===== config.mk =====
export PLATFORM = sky130hd
export DESIGN_NAME = oldland_muldiv
export DESIGN_NICKNAME = d
export VERILOG_FILES = /design/src/rtl/oldland_muldiv_pkg.sv /design/src/rtl/oldland_muldiv_sign.sv /design/src/rtl/oldland_muldiv.sv
export SDC_FILE = /design/constraint.sdc
export NUM_CORES = 1
export LEC_CHECK = 0
export CAP_MARGIN = 40
export CORE_ASPECT_RATIO = 0.8
export CORE_MARGIN = 2
export CORE_UTILIZATION = 60
export CTS_CLUSTER_DIAMETER = 60
export CTS_CLUSTER_SIZE = 28
export DETAILED_ROUTE_END_ITERATION = 6
export PLACE_DENSITY = 0.87
export SLEW_MARGIN = 0
export SYNTH_ARGS = -nofsm -noshare
export SYNTH_HDL_FRONTEND = slang
export SYNTH_HIERARCHICAL = 1
export SYNTH_SLANG_ARGS = --single-unit

===== constraint.sdc =====
create_clock -name clk -period 5.05 [get_ports clk]
set_input_delay 1.01 -clock clk [delete_from_list [all_inputs] [get_ports clk]]
set_output_delay 1.01 -clock clk [all_outputs]
set_load 0.005 [all_outputs]

===== src/rtl/oldland_muldiv_pkg.sv =====
// Shared encodings for the iterative multiply/divide unit and its decode hook
// in execute.
package oldland_muldiv_pkg;

  // Operation select carried on the op port.
  localparam logic [2:0] MULDIV_OP_MUL   = 3'd0;
  localparam logic [2:0] MULDIV_OP_MULHU = 3'd1;
  localparam logic [2:0] MULDIV_OP_MULHS = 3'd2;
  localparam logic [2:0] MULDIV_OP_DIVU  = 3'd3;
  localparam logic [2:0] MULDIV_OP_DIV   = 3'd4;
  localparam logic [2:0] MULDIV_OP_MODU  = 3'd5;
  localparam logic [2:0] MULDIV_OP_MOD   = 3'd6;
  localparam logic [2:0] MULDIV_OP_RSVD  = 3'd7;

  // ALU opcode that execute decodes to route an instruction to this unit.
  localparam logic [3:0] ALU_OPC_MULDIV = 4'hf;

  typedef enum logic [2:0] {
    MD_IDLE = 3'd0,
    MD_MUL  = 3'd1,
    MD_DIV  = 3'd2,
    MD_FIX  = 3'd3,
    MD_DONE = 3'd4
  } md_state_e;

  // Ops that work on operand magnitudes and re-apply the sign in FIX.
  function automatic logic is_signed_op(input logic [2:0] op);
    return (op == MULDIV_OP_MULHS) || (op == MULDIV_OP_DIV) || (op == MULDIV_OP_MOD);
  endfunction

  function automatic logic is_mul_op(input logic [2:0] op);
    return op <= MULDIV_OP_MULHS;
  endfunction

  function automatic logic is_div_op(input logic [2:0] op);
    return (op >= MULDIV_OP_DIVU) && (op <= MULDIV_OP_MOD);
  endfunction

endpackage


===== src/rtl/oldland_muldiv_sign.sv =====
// Combinational sign handling: operand magnitudes at issue time, and the
// sign fix-up plus result select applied after the iterative core.
module oldland_muldiv_sign
  import oldland_muldiv_pkg::*;
#(
  parameter int WIDTH = 32
) (
  input  logic [2:0]         op,
  input  logic [WIDTH-1:0]   a,
  input  logic [WIDTH-1:0]   b,
  output logic [WIDTH-1:0]   a_mag,
  output logic [WIDTH-1:0]   b_mag,
  output logic               a_neg,
  output logic               b_neg,
  input  logic [2:0]         fix_op,
  input  logic               fix_a_neg,
  input  logic               fix_b_neg,
  input  logic [2*WIDTH-1:0] prod,
  input  logic [WIDTH-1:0]   quo,
  input  logic [WIDTH-1:0]   rem,
  output logic [WIDTH-1:0]   fix_result
);

  logic               sgn;
  logic [2*WIDTH-1:0] prod_s;
  logic [WIDTH-1:0]   quo_s;
  logic [WIDTH-1:0]   rem_s;

  // Capture side: unsigned ops pass raw operands with no sign flags.
  always_comb begin
    sgn   = is_signed_op(op);
    a_neg = sgn & a[WIDTH-1];
    b_neg = sgn & b[WIDTH-1];
    a_mag = a_neg ? -a : a;
    b_mag = b_neg ? -b : b;
  end

  // Fix-up side: product/quotient negate on differing signs, remainder follows a.
  always_comb begin
    prod_s = (fix_a_neg ^ fix_b_neg) ? -prod : prod;
    quo_s  = (fix_a_neg ^ fix_b_neg) ? -quo  : quo;
    rem_s  = fix_a_neg ? -rem : rem;
    case (fix_op)
      MULDIV_OP_MUL:   fix_result = prod[WIDTH-1:0];
      MULDIV_OP_MULHU: fix_result = prod[2*WIDTH-1:WIDTH];
      MULDIV_OP_MULHS: fix_result = prod_s[2*WIDTH-1:WIDTH];
      MULDIV_OP_DIVU:  fix_result = quo;
      MULDIV_OP_DIV:   fix_result = quo_s;
      MULDIV_OP_MODU:  fix_result = rem;
      MULDIV_OP_MOD:   fix_result = rem_s;
      default:         fix_result = '0;
    endcase
  end

endmodule


===== src/rtl/oldland_muldiv.sv =====
// Iterative multiply/divide unit beside the execute-stage ALU.
// Handshake: execute pulses start for one cycle while busy is low (IDLE or
// the DONE cycle); the op is accepted on that edge unless flush is also high.
// busy stays high until the DONE cycle, where done pulses for one cycle with
// result, rd_sel_out and div_zero valid. flush drops any in-flight op silently.
module oldland_muldiv
  import oldland_muldiv_pkg::*;
#(
  parameter int WIDTH    = 32,
  parameter int MUL_BITS = 2,
  parameter int RD_W     = 4
) (
  input  logic             clk,
  input  logic             rst_n,
  input  logic             start,
  input  logic [2:0]       op,
  input  logic [WIDTH-1:0] a,
  input  logic [WIDTH-1:0] b,
  input  logic [RD_W-1:0]  rd_sel,
  input  logic             flush,
  output logic             busy,
  output logic             done,
  output logic [WIDTH-1:0] result,
  output logic [RD_W-1:0]  rd_sel_out,
  output logic             div_zero,
  output logic [2:0]       dbg_state
);

  localparam int CW = $clog2(WIDTH) + 1;
  localparam logic [CW-1:0] CNT_MUL = CW'(WIDTH / MUL_BITS);
  localparam logic [CW-1:0] CNT_DIV = CW'(WIDTH);
  localparam logic [CW-1:0] CNT_ONE = CW'(1);

  md_state_e          state_q, state_d;
  logic [CW-1:0]      cnt_q, cnt_d;
  logic [2:0]         op_q, op_d;
  logic [RD_W-1:0]    rd_q, rd_d;
  logic               a_neg_q, a_neg_d;
  logic               b_neg_q, b_neg_d;
  // opa: shifting multiplicand in MUL; dividend/quotient shift register in DIV.
  logic [2*WIDTH-1:0] opa_q, opa_d;
  // opb: shifting multiplier in MUL; divisor in DIV.
  logic [WIDTH-1:0]   opb_q, opb_d;
  logic [2*WIDTH-1:0] acc_q, acc_d;
  logic [WIDTH-1:0]   rem_q, rem_d;
  logic [WIDTH-1:0]   result_q, result_d;
  logic               dz_q, dz_d;

  logic [WIDTH-1:0]   cap_a_mag, cap_b_mag;
  logic               cap_a_neg, cap_b_neg;
  logic [WIDTH-1:0]   fix_result;
  logic [WIDTH:0]     shifted, diff;
  logic [2*WIDTH-1:0] partial;

  oldland_muldiv_sign #(.WIDTH(WIDTH)) u_sign (
    .op         (op),
    .a          (a),
    .b          (b),
    .a_mag      (cap_a_mag),
    .b_mag      (cap_b_mag),
    .a_neg      (cap_a_neg),
    .b_neg      (cap_b_neg),
    .fix_op     (op_q),
    .fix_a_neg  (a_neg_q),
    .fix_b_neg  (b_neg_q),
    .prod       (acc_q),
    .quo        (opa_q[WIDTH-1:0]),
    .rem        (rem_q),
    .fix_result (fix_result)
  );

  // Next-state and datapath step for the FSM.
  always_comb begin
    state_d  = state_q;
    cnt_d    = cnt_q;
    op_d     = op_q;
    rd_d     = rd_q;
    a_neg_d  = a_neg_q;
    b_neg_d  = b_neg_q;
    opa_d    = opa_q;
    opb_d    = opb_q;
    acc_d    = acc_q;
    rem_d    = rem_q;
    result_d = result_q;
    dz_d     = dz_q;

    shifted = {rem_q, opa_q[WIDTH-1]};
    diff    = shifted - {1'b0, opb_q};
    partial = opa_q * {{(2*WIDTH-MUL_BITS){1'b0}}, opb_q[MUL_BITS-1:0]};

    case (state_q)
      MD_IDLE, MD_DONE: begin
        state_d = MD_IDLE;
        if (start && !flush) begin
          op_d    = op;
          rd_d    = rd_sel;
          a_neg_d = cap_a_neg;
          b_neg_d = cap_b_neg;
          opa_d   = {{WIDTH{1'b0}}, cap_a_mag};
          opb_d   = cap_b_mag;
          acc_d   = '0;
          rem_d   = '0;
          dz_d    = 1'b0;
          if (is_mul_op(op)) begin
            state_d = MD_MUL;
            cnt_d   = CNT_MUL;
          end else if (is_div_op(op)) begin
            if (b == '0) begin
              // Divide by zero finishes immediately: quotient all ones, remainder raw a.
              state_d  = MD_DONE;
              dz_d     = 1'b1;
              result_d = ((op == MULDIV_OP_DIVU) || (op == MULDIV_OP_DIV)) ? '1 : a;
            end else begin
              state_d = MD_DIV;
              cnt_d   = CNT_DIV;
            end
          end else begin
            state_d  = MD_DONE;
            result_d = '0;
          end
        end
      end
      MD_MUL: begin
        if (flush) begin
          state_d = MD_IDLE;
        end else begin
          acc_d = acc_q + partial;
          opa_d = opa_q << MUL_BITS;
          opb_d = opb_q >> MUL_BITS;
          cnt_d = cnt_q - CNT_ONE;
          if (cnt_q == CNT_ONE) state_d = MD_FIX;
        end
      end
      MD_DIV: begin
        if (flush) begin
          state_d = MD_IDLE;
        end else begin
          // Restoring step: keep the trial subtraction only if it did not borrow.
          if (!diff[WIDTH]) begin
            rem_d = diff[WIDTH-1:0];
            opa_d = {{WIDTH{1'b0}}, opa_q[WIDTH-2:0], 1'b1};
          end else begin
            rem_d = shifted[WIDTH-1:0];
            opa_d = {{WIDTH{1'b0}}, opa_q[WIDTH-2:0], 1'b0};
          end
          cnt_d = cnt_q - CNT_ONE;
          if (cnt_q == CNT_ONE) state_d = MD_FIX;
        end
      end
      MD_FIX: begin
        if (flush) begin
          state_d = MD_IDLE;
        end else begin
          result_d = fix_result;
          state_d  = MD_DONE;
        end
      end
      default: state_d = MD_IDLE;
    endcase
  end

  // State and datapath registers.
  always_ff @(posedge clk or negedge rst_n) begin
    if (!rst_n) begin
      state_q  <= MD_IDLE;
      cnt_q    <= '0;
      op_q     <= '0;
      rd_q     <= '0;
      a_neg_q  <= 1'b0;
      b_neg_q  <= 1'b0;
      opa_q    <= '0;
      opb_q    <= '0;
      acc_q    <= '0;
      rem_q    <= '0;
      result_q <= '0;
      dz_q     <= 1'b0;
    end else begin
      state_q  <= state_d;
      cnt_q    <= cnt_d;
      op_q     <= op_d;
      rd_q     <= rd_d;
      a_neg_q  <= a_neg_d;
      b_neg_q  <= b_neg_d;
      opa_q    <= opa_d;
      opb_q    <= opb_d;
      acc_q    <= acc_d;
      rem_q    <= rem_d;
      result_q <= result_d;
      dz_q     <= dz_d;
    end
  end

  // Outputs decode directly from the state register.
  always_comb begin
    busy       = (state_q != MD_IDLE) && (state_q != MD_DONE);
    done       = (state_q == MD_DONE);
    div_zero   = (state_q == MD_DONE) && dz_q;
    result     = result_q;
    rd_sel_out = rd_q;
    dbg_state  = state_q;
  end

endmodule


Yosys cells after proc, flatten, opt, wreduce, memory -nomap -nowiden
Index checks and enable logic that the tools add are counted.
{"block": "word_totals", "ff_bits": 243, "inputBits": 75, "output_inout_bits": 42}
{"block": "op_classes", "n_addsub": 8, "mul": 1, "order_cmp": 3, "eq_ne": 26, "mux": 45, "n_bitwise": 3, "reduce_logical": 25}
{"operator": "32-bit two-way mux", "count": 15}
{"operator": "64-bit two-way mux", "count": 6}
{"operator": "32-bit one-hot mux with 7 select lines", "count": 1}
{"operator": "32-bit one-hot mux with 2 select lines", "count": 3}
{"operator": "64-bit one-hot mux with 3 select lines", "count": 1}
{"operator": "32-bit negation", "count": 4}
{"operator": "64-bit one-hot mux with 2 select lines", "count": 1}
{"operator": "64-bit adder", "count": 1}
{"operator": "64-bit by 2-bit multiplier with 64-bit output", "count": 1}
{"operator": "64-bit negation", "count": 1}
{"operator": "33-bit by 32-bit subtractor with 33-bit output", "count": 1}
{"operator": "32-bit logical NOT", "count": 1}
{"operator": "6-bit two-way mux", "count": 5}
{"operator": "3-bit two-way mux", "count": 7}
{"operator": "3-bit by 2-bit == test with 1-bit output, second input constant", "count": 6}
{"operator": "3-bit == test, second input constant", "count": 6}
{"operator": "2-bit != test, second input constant", "count": 6}
{"operator": "3-bit != test, second input constant", "count": 4}
{"operator": "6-bit one-hot mux with 2 select lines", "count": 1}
{"operator": "5-bit AND reduction", "count": 2}
{"operator": "3-bit one-hot mux with 3 select lines", "count": 1}
{"operator": "2-bit nonzero test", "count": 4}
{"operator": "3-bit by 1-bit == test with 1-bit output, second input constant", "count": 2}
{"operator": "6-bit by 1-bit == test with 1-bit output, second input constant", "count": 1}
{"operator": "17 further kinds", "count": 30}

Depth between registers and ports, before layout
Gate-level depths: netlist of run 1.
{"block": "depth", "ltp_word": 8, "depth_mapped": 17, "ltp_nobuf": 15}

Cells and area by module
The synthesis of run 1 kept the hierarchy.
{"mod": "oldland_muldiv", "instances": 1, "cells_per_inst": 2370, "area_each_um2": 18866.8}
{"mod": "oldland_muldiv_sign", "instances": 1, "cells_per_inst": 889, "area_each_um2": 5710.5}

Worst setup path after synthesis of run 1
OpenSTA, ideal clock, no wires.
{"block": "synth_path", "kind": "register to register", "startpoint": "register opb_q[0]", "endpoint": "register acc_q[51]", "setup_ps": 130, "arrival_time_ps": 4121, "required_time_ps": 4920, "setup_slack_ps": 798, "path_stages_with_launch": 18, "n_path_buf": 2, "period_less_slack_ps": 4252, "path_cell_list": "dfrtp_1 > clkbuf_1 > clkbuf_1 > nand2_1 > fa_1 > inv_1 > ha_1 > fa_1 > a211oi_1 > nor2_1 > o21ai_1 > o21ai_1 > a31o_1 > a31o_2 > a211o_1 > a311oi_2 > xor2_1 > o21ai_1"}
{"block": "synth_via", "elab_chain_cells": 4}
{"element": "from (decl)", "line": "oldland_muldiv.sv:43", "source": "logic [WIDTH-1:0] opb_q, opb_d;"}
{"element": "from (signal assigned)", "line": "oldland_muldiv.sv:185", "source": "opb_q <= opb_d;"}
{"element": "64-bit by 2-bit multiplier with 64-bit output", "line": "oldland_muldiv.sv:89", "source": "partial = opa_q * {{(2*WIDTH-MUL_BITS){1'b0}}, opb_q[MUL_BITS-1:0]};"}
{"element": "64-bit adder", "line": "oldland_muldiv.sv:127", "source": "acc_d = acc_q + partial;"}
{"element": "64-bit two-way mux", "line": "oldland_muldiv.sv:124", "source": "if (flush) begin"}
{"element": "64-bit one-hot mux with 2 select lines", "line": "oldland_muldiv.sv:91", "source": "case (state_q)"}
{"element": "to (signal assigned)", "line": "oldland_muldiv.sv:173", "source": "acc_q <= '0;"}
{"element": "to (signal assigned)", "line": "oldland_muldiv.sv:186", "source": "acc_q <= acc_d;"}
{"element": "to (decl)", "line": "oldland_muldiv.sv:44", "source": "logic [2*WIDTH-1:0] acc_q, acc_d;"}
Every way passes these cells. The select of a mux whose other input is x is not followed.
A chain may end at the register's enable or synchronous reset.

Worst setup path in the final report of run 1
{"block": "layout_path", "startpoint": "register opb_q[0]", "endpoint": "register acc_q[61]"}
The elaborated chain is that of the path after synthesis.

==> results of run 1 <==
[per-layer routing]
metal / wire length [µm] / global-route usage / up-vias
met5: 28 / 0 / -
met4: 4618 / 0.1708 / 4
met3: 14450 / 0.1516 / 383
met2: 38770 / 0.6390 / 2009
met1: 38390 / 0.6157 / 12694
li1: - / - / 11604
[power by group through the flow]
stage | registers [mW] | logic, mW | clock network (mW)
6_report | 3.01 | 6.85 | 2.19
5_1_grt | 3.02 | 7.24 | 2.27
4_1_cts | 2.95 | 6.52 | 2.18
3_5_place_dp | 2.99 | 6.47 | 0
3_3_place_gp | 2.97 | 6.29 | 0
2_1_floorplan | 2.74 | 4.38 | 0
[flip-flops by register name (all words and copies together) (netlist names)]
name / flops
a_neg_q: 1
acc_q: 64
b_neg_q: 1
cnt_q: 6
dbg_state: 3
dz_q: 1
op_q: 3
opa_q: 64
opb_q: 32
rd_sel_out: 4
rem_q: 32
result: 32
[through the flow]
step	hold slack (ns)	power, mW	setup slack (ns)
after detailed placement	0.4708	9.451	0.4813
after floorplan	0.4408	7.120	0.7984
final	0.4021	12.05	0.2776
after global routing	0.4488	12.53	0.1378
after CTS	0.4365	11.66	0.4519
after global placement	0.4582	9.253	0.7015
[final cells by class]
class | count | area, µm² | share of cell area
diodes | 2 | 5.005 | 0.0001832
clock buffers | 31 | 753.2 | 0.02757
clock inverters | 21 | 214.0 | 0.007831
inverters | 263 | 987.2 | 0.03613
multi-input cells | 2554 | 16750 | 0.6131
flip-flops and latches | 243 | 6085 | 0.2227
well taps | 544 | 680.7 | 0.02491
repair buffers | 194 | 1847 | 0.06760
[Yosys cell counts (77+ instances only)]
cell type | instances | area (µm²)
sky130_fd_sc_hd__a21oi_1 | 180 | 900.9
sky130_fd_sc_hd__nor3_1 | 78 | 390.4
sky130_fd_sc_hd__dfrtp_1 | 243 | 6081
sky130_fd_sc_hd__ha_1 | 102 | 1276
sky130_fd_sc_hd__xnor2_1 | 103 | 902.1
sky130_fd_sc_hd__nor2_1 | 210 | 788.3
sky130_fd_sc_hd__clkbuf_1 | 172 | 645.6
sky130_fd_sc_hd__inv_1 | 262 | 983.4
sky130_fd_sc_hd__xor2_1 | 77 | 674.4
sky130_fd_sc_hd__o21ai_0 | 294 | 1471
sky130_fd_sc_hd__mux2i_1 | 93 | 930.9
sky130_fd_sc_hd__nand2_1 | 552 | 2072
[kinds of logic after synthesis]
family | after synthesis
AND/OR/NAND/NOR | 1141
flip-flops | 243
AO/OA/AOI/OAI | 940
buffers and inverters | 462
multiplexers | 125
XOR/XNOR | 181
adder cells (fa/ha/maj) | 167
[critical path, cell delays in order (launching register included)]
cell and delay (ns):
sky130_fd_sc_hd__dfrtp_2 0.47, sky130_fd_sc_hd__buf_4 0.39, sky130_fd_sc_hd__buf_4 0.40, sky130_fd_sc_hd__nand2_1 0.12, sky130_fd_sc_hd__fa_1 0.49, sky130_fd_sc_hd__inv_1 0.05, sky130_fd_sc_hd__ha_1 0.41, sky130_fd_sc_hd__nand4_1 0.23
sky130_fd_sc_hd__or4_1 0.56, sky130_fd_sc_hd__nor4_1 0.18, sky130_fd_sc_hd__o21ai_1 0.16, sky130_fd_sc_hd__and3_1 0.26, sky130_fd_sc_hd__o31ai_2 0.42, sky130_fd_sc_hd__a31oi_1 0.18, sky130_fd_sc_hd__xor2_1 0.18, sky130_fd_sc_hd__o21ai_1 0.13
[worst max-delay path by stage]
stage                        start         to  slack [ns]
after global routing      opb_q[0]  acc_q[61]        0.14
after floorplan           opb_q[0]  acc_q[51]        0.80
after global placement    opb_q[0]  acc_q[61]        0.70
after CTS                 opb_q[0]  acc_q[61]        0.45
after detailed placement  opb_q[0]  acc_q[61]        0.48
final                     opb_q[0]  acc_q[61]        0.28
==> results_tabular.tex, run 1 <==
\begin{tabular}{lr}
\hline
Metric & Value \\
\hline
\multicolumn{2}{l}{\textbf{Global route}} \\
Maximum number of pins on one net before global-route repair & 93 \\
Via count of the first global-routing pass & 24719 \\
Total routing usage reported by global routing & 0.4449 \\
Antenna violations before repair & 5 \\
First-pass GRT wire length & 146.9 mm \\
Total overflow reported by the global router & 0 \\
\multicolumn{2}{l}{\textbf{Die}} \\
I/O Pins & 117 \\
Width of the chip & 230.3 µm \\
Row count & 66 \\
Initial cell density of the core & 0.6062 \\
Die Area & 42610 µm² \\
Core footprint & 40550 µm² \\
Vertical die dimension & 185.0 µm \\
\multicolumn{2}{l}{\textbf{Worst hold path}} \\
Class of the tightest hold or removal check & input pin to async pin \\
\multicolumn{2}{l}{\textbf{STA}} \\
Actual slew at the worst max-slew pin & 0.9945 ns \\
Minimum period implied by the final worst setup slack & 4.772 ns \\
Unrepaired setup endpoints after global routing & false \\
Remaining max-slew budget at the tightest pin & 0.3300 \\
Count of final setup violators & 0 \\
Setup TNS & 0 ns \\
Post-route clock period utilization & 0.9450 \\
Final number of max-transition violations & 0 \\
Worst-case clock skew & 0.03552 ns \\
Number of hold-slack violations in the final timing report & 0 \\
Maximum frequency from static timing analysis & 209.5 MHz \\
\multicolumn{2}{l}{\textbf{Synth}} \\
Net count after synthesis & 3500 \\
Share of synthesized cell area in full adder, half adder and majority cells & 0.1045 \\
Synthesized instance count & 3259 \\
Synthesized area per cell & 7.541 µm² \\
Post-Synthesis Cell Area & 24580 µm² \\
Largest family of logic cells by synthesized area & compound AO/OA/AOI/OAI gates \\
XOR/XNOR Fraction of Synth Area & 0.06526 \\
Multiplexer area fraction after synthesis & 0.05254 \\
Number of unique standard cell types used by synthesis & 104 \\
Synth Flop Type & sky130\_fd\_sc\_hd\_\_dfrtp\_1 \\
Post-Synth Simple-Gate Area & 0.2140 \\
Compound-gate portion of the synthesized area & 0.2428 \\
Yosys reg bits & 243 \\
Number of warnings issued by yosys & 6 \\
Portion of the post-synthesis area used by sequential elements & 0.2474 \\
Synth async-reset ratio & 1.000 \\
Count of flip-flops with a built-in enable after synthesis & 0 \\
\multicolumn{2}{l}{\textbf{Route}} \\
Vias/cell & 6.930 \\
Average routed wire per standard cell & 24.99 µm \\
Remaining routing DRC violations & 0 \\
Vias & 26694 \\
Detailed-route wire length & 96.26 mm \\
Antenna violation net count after detailed routing & 0 \\
Detailed Routing Iterations Pass 1 & 7 \\
Drt initial violations & 4733 \\
\multicolumn{2}{l}{\textbf{Flow run}} \\
Max cap viols & 0 \\
\multicolumn{2}{l}{\textbf{Clock tree}} \\
Total clock buffers created by CTS & 28 \\
H-tree depth & 1 \\
Worst-Skew Late Latency & 0.61 ns \\
Post-CTS Resized & 0 \\
Sink count of the clock tree & 243 \\
Worst-path clk slew & 0.08 ns \\
Longest Clk Path Bufs & 3 \\
Cts hold-fix bufs & 0 \\
Clock tree from TritonCTS & built \\
Number of post-CTS setup repair buffers & 0 \\
Clock root buffer & sky130\_fd\_sc\_hd\_\_clkbuf\_16 \\
\multicolumn{2}{l}{\textbf{Placed design}} \\
Final estimated routing congestion in global placement & 1.083 \\
Detailed Place HPWL & 72.32 mm \\
Placed Cells & 3797 \\
IO buf count & 116 \\
Placed instance area & 26340 µm² \\
\multicolumn{2}{l}{\textbf{Critical path}} \\
Largest driver fanout on the critical path & 29 \\
Crit Reg-Reg Endpoint & acc\_q[61] \\
CP Data Arrival Time & 5.28 ns \\
Startpoint of the worst register-to-register path & opb\_q[0] \\
Worst setup EP type & register \\
CP Class & register to register \\
Register-to-Register Setup Slack & 0.28 ns \\
Element type at the critical path start & register \\
Number of cells on the worst reg-to-reg path & 15 \\
WP data required & 5.56 ns \\
\multicolumn{2}{l}{\textbf{Status}} \\
Status & finished, final reports clean \\
\multicolumn{2}{l}{\textbf{Power and ir drop}} \\
Net switching fraction of the power & 0.5036 \\
Internal Power & 5.980 mW \\
Part of the power in combinational logic & 0.569 \\
Power per Cell Area & 441.0 nW/µm² \\
P\_sw & 6.068 mW \\
Worst VDD drop & 0.0003801 V \\
Static leakage & 11.98 nW \\
Sequential cell fraction of total power & 0.250 \\
Power share of the clock group & 0.182 \\
\multicolumn{2}{l}{\textbf{Finish}} \\
Area growth from synthesis to layout & 11.16\% \\
Nets@finish & 3525 \\
Final cell count without fillers & 3852 \\
Fillers & 3360 \\
Post-layout instance area & 27320 µm² \\
Final core utilization & 0.6738 \\
Leading cell types in the layout, fill and taps excluded & 552 x sky130\_fd\_sc\_hd\_\_nand2\_1, 293 x sky130\_fd\_sc\_hd\_\_o21ai\_0, 262 x sky130\_fd\_sc\_hd\_\_inv\_1 \\
Most frequent standard cell in the layout excluding fill and tap cells & sky130\_fd\_sc\_hd\_\_nand2\_1 \\
Share of final-layout standard cells stronger than drive strength 1 & 0.06503 \\
\hline
\end{tabular}
(Power assumes the default switching activity.)
==> run 2: changes to the inputs <==
--- a/config.mk
+++ b/config.mk
@@ -10,7 +10,7 @@
 export CORE_MARGIN = 2
 export CORE_UTILIZATION = 60
 export CTS_CLUSTER_DIAMETER = 60
-export CTS_CLUSTER_SIZE = 28
+export CTS_CLUSTER_SIZE = 20
 export DETAILED_ROUTE_END_ITERATION = 6
 export PLACE_DENSITY = 0.87
 export SLEW_MARGIN = 0
==> results of run 2 <==
Final layout, timing and power as in run 1 (identical DEF).
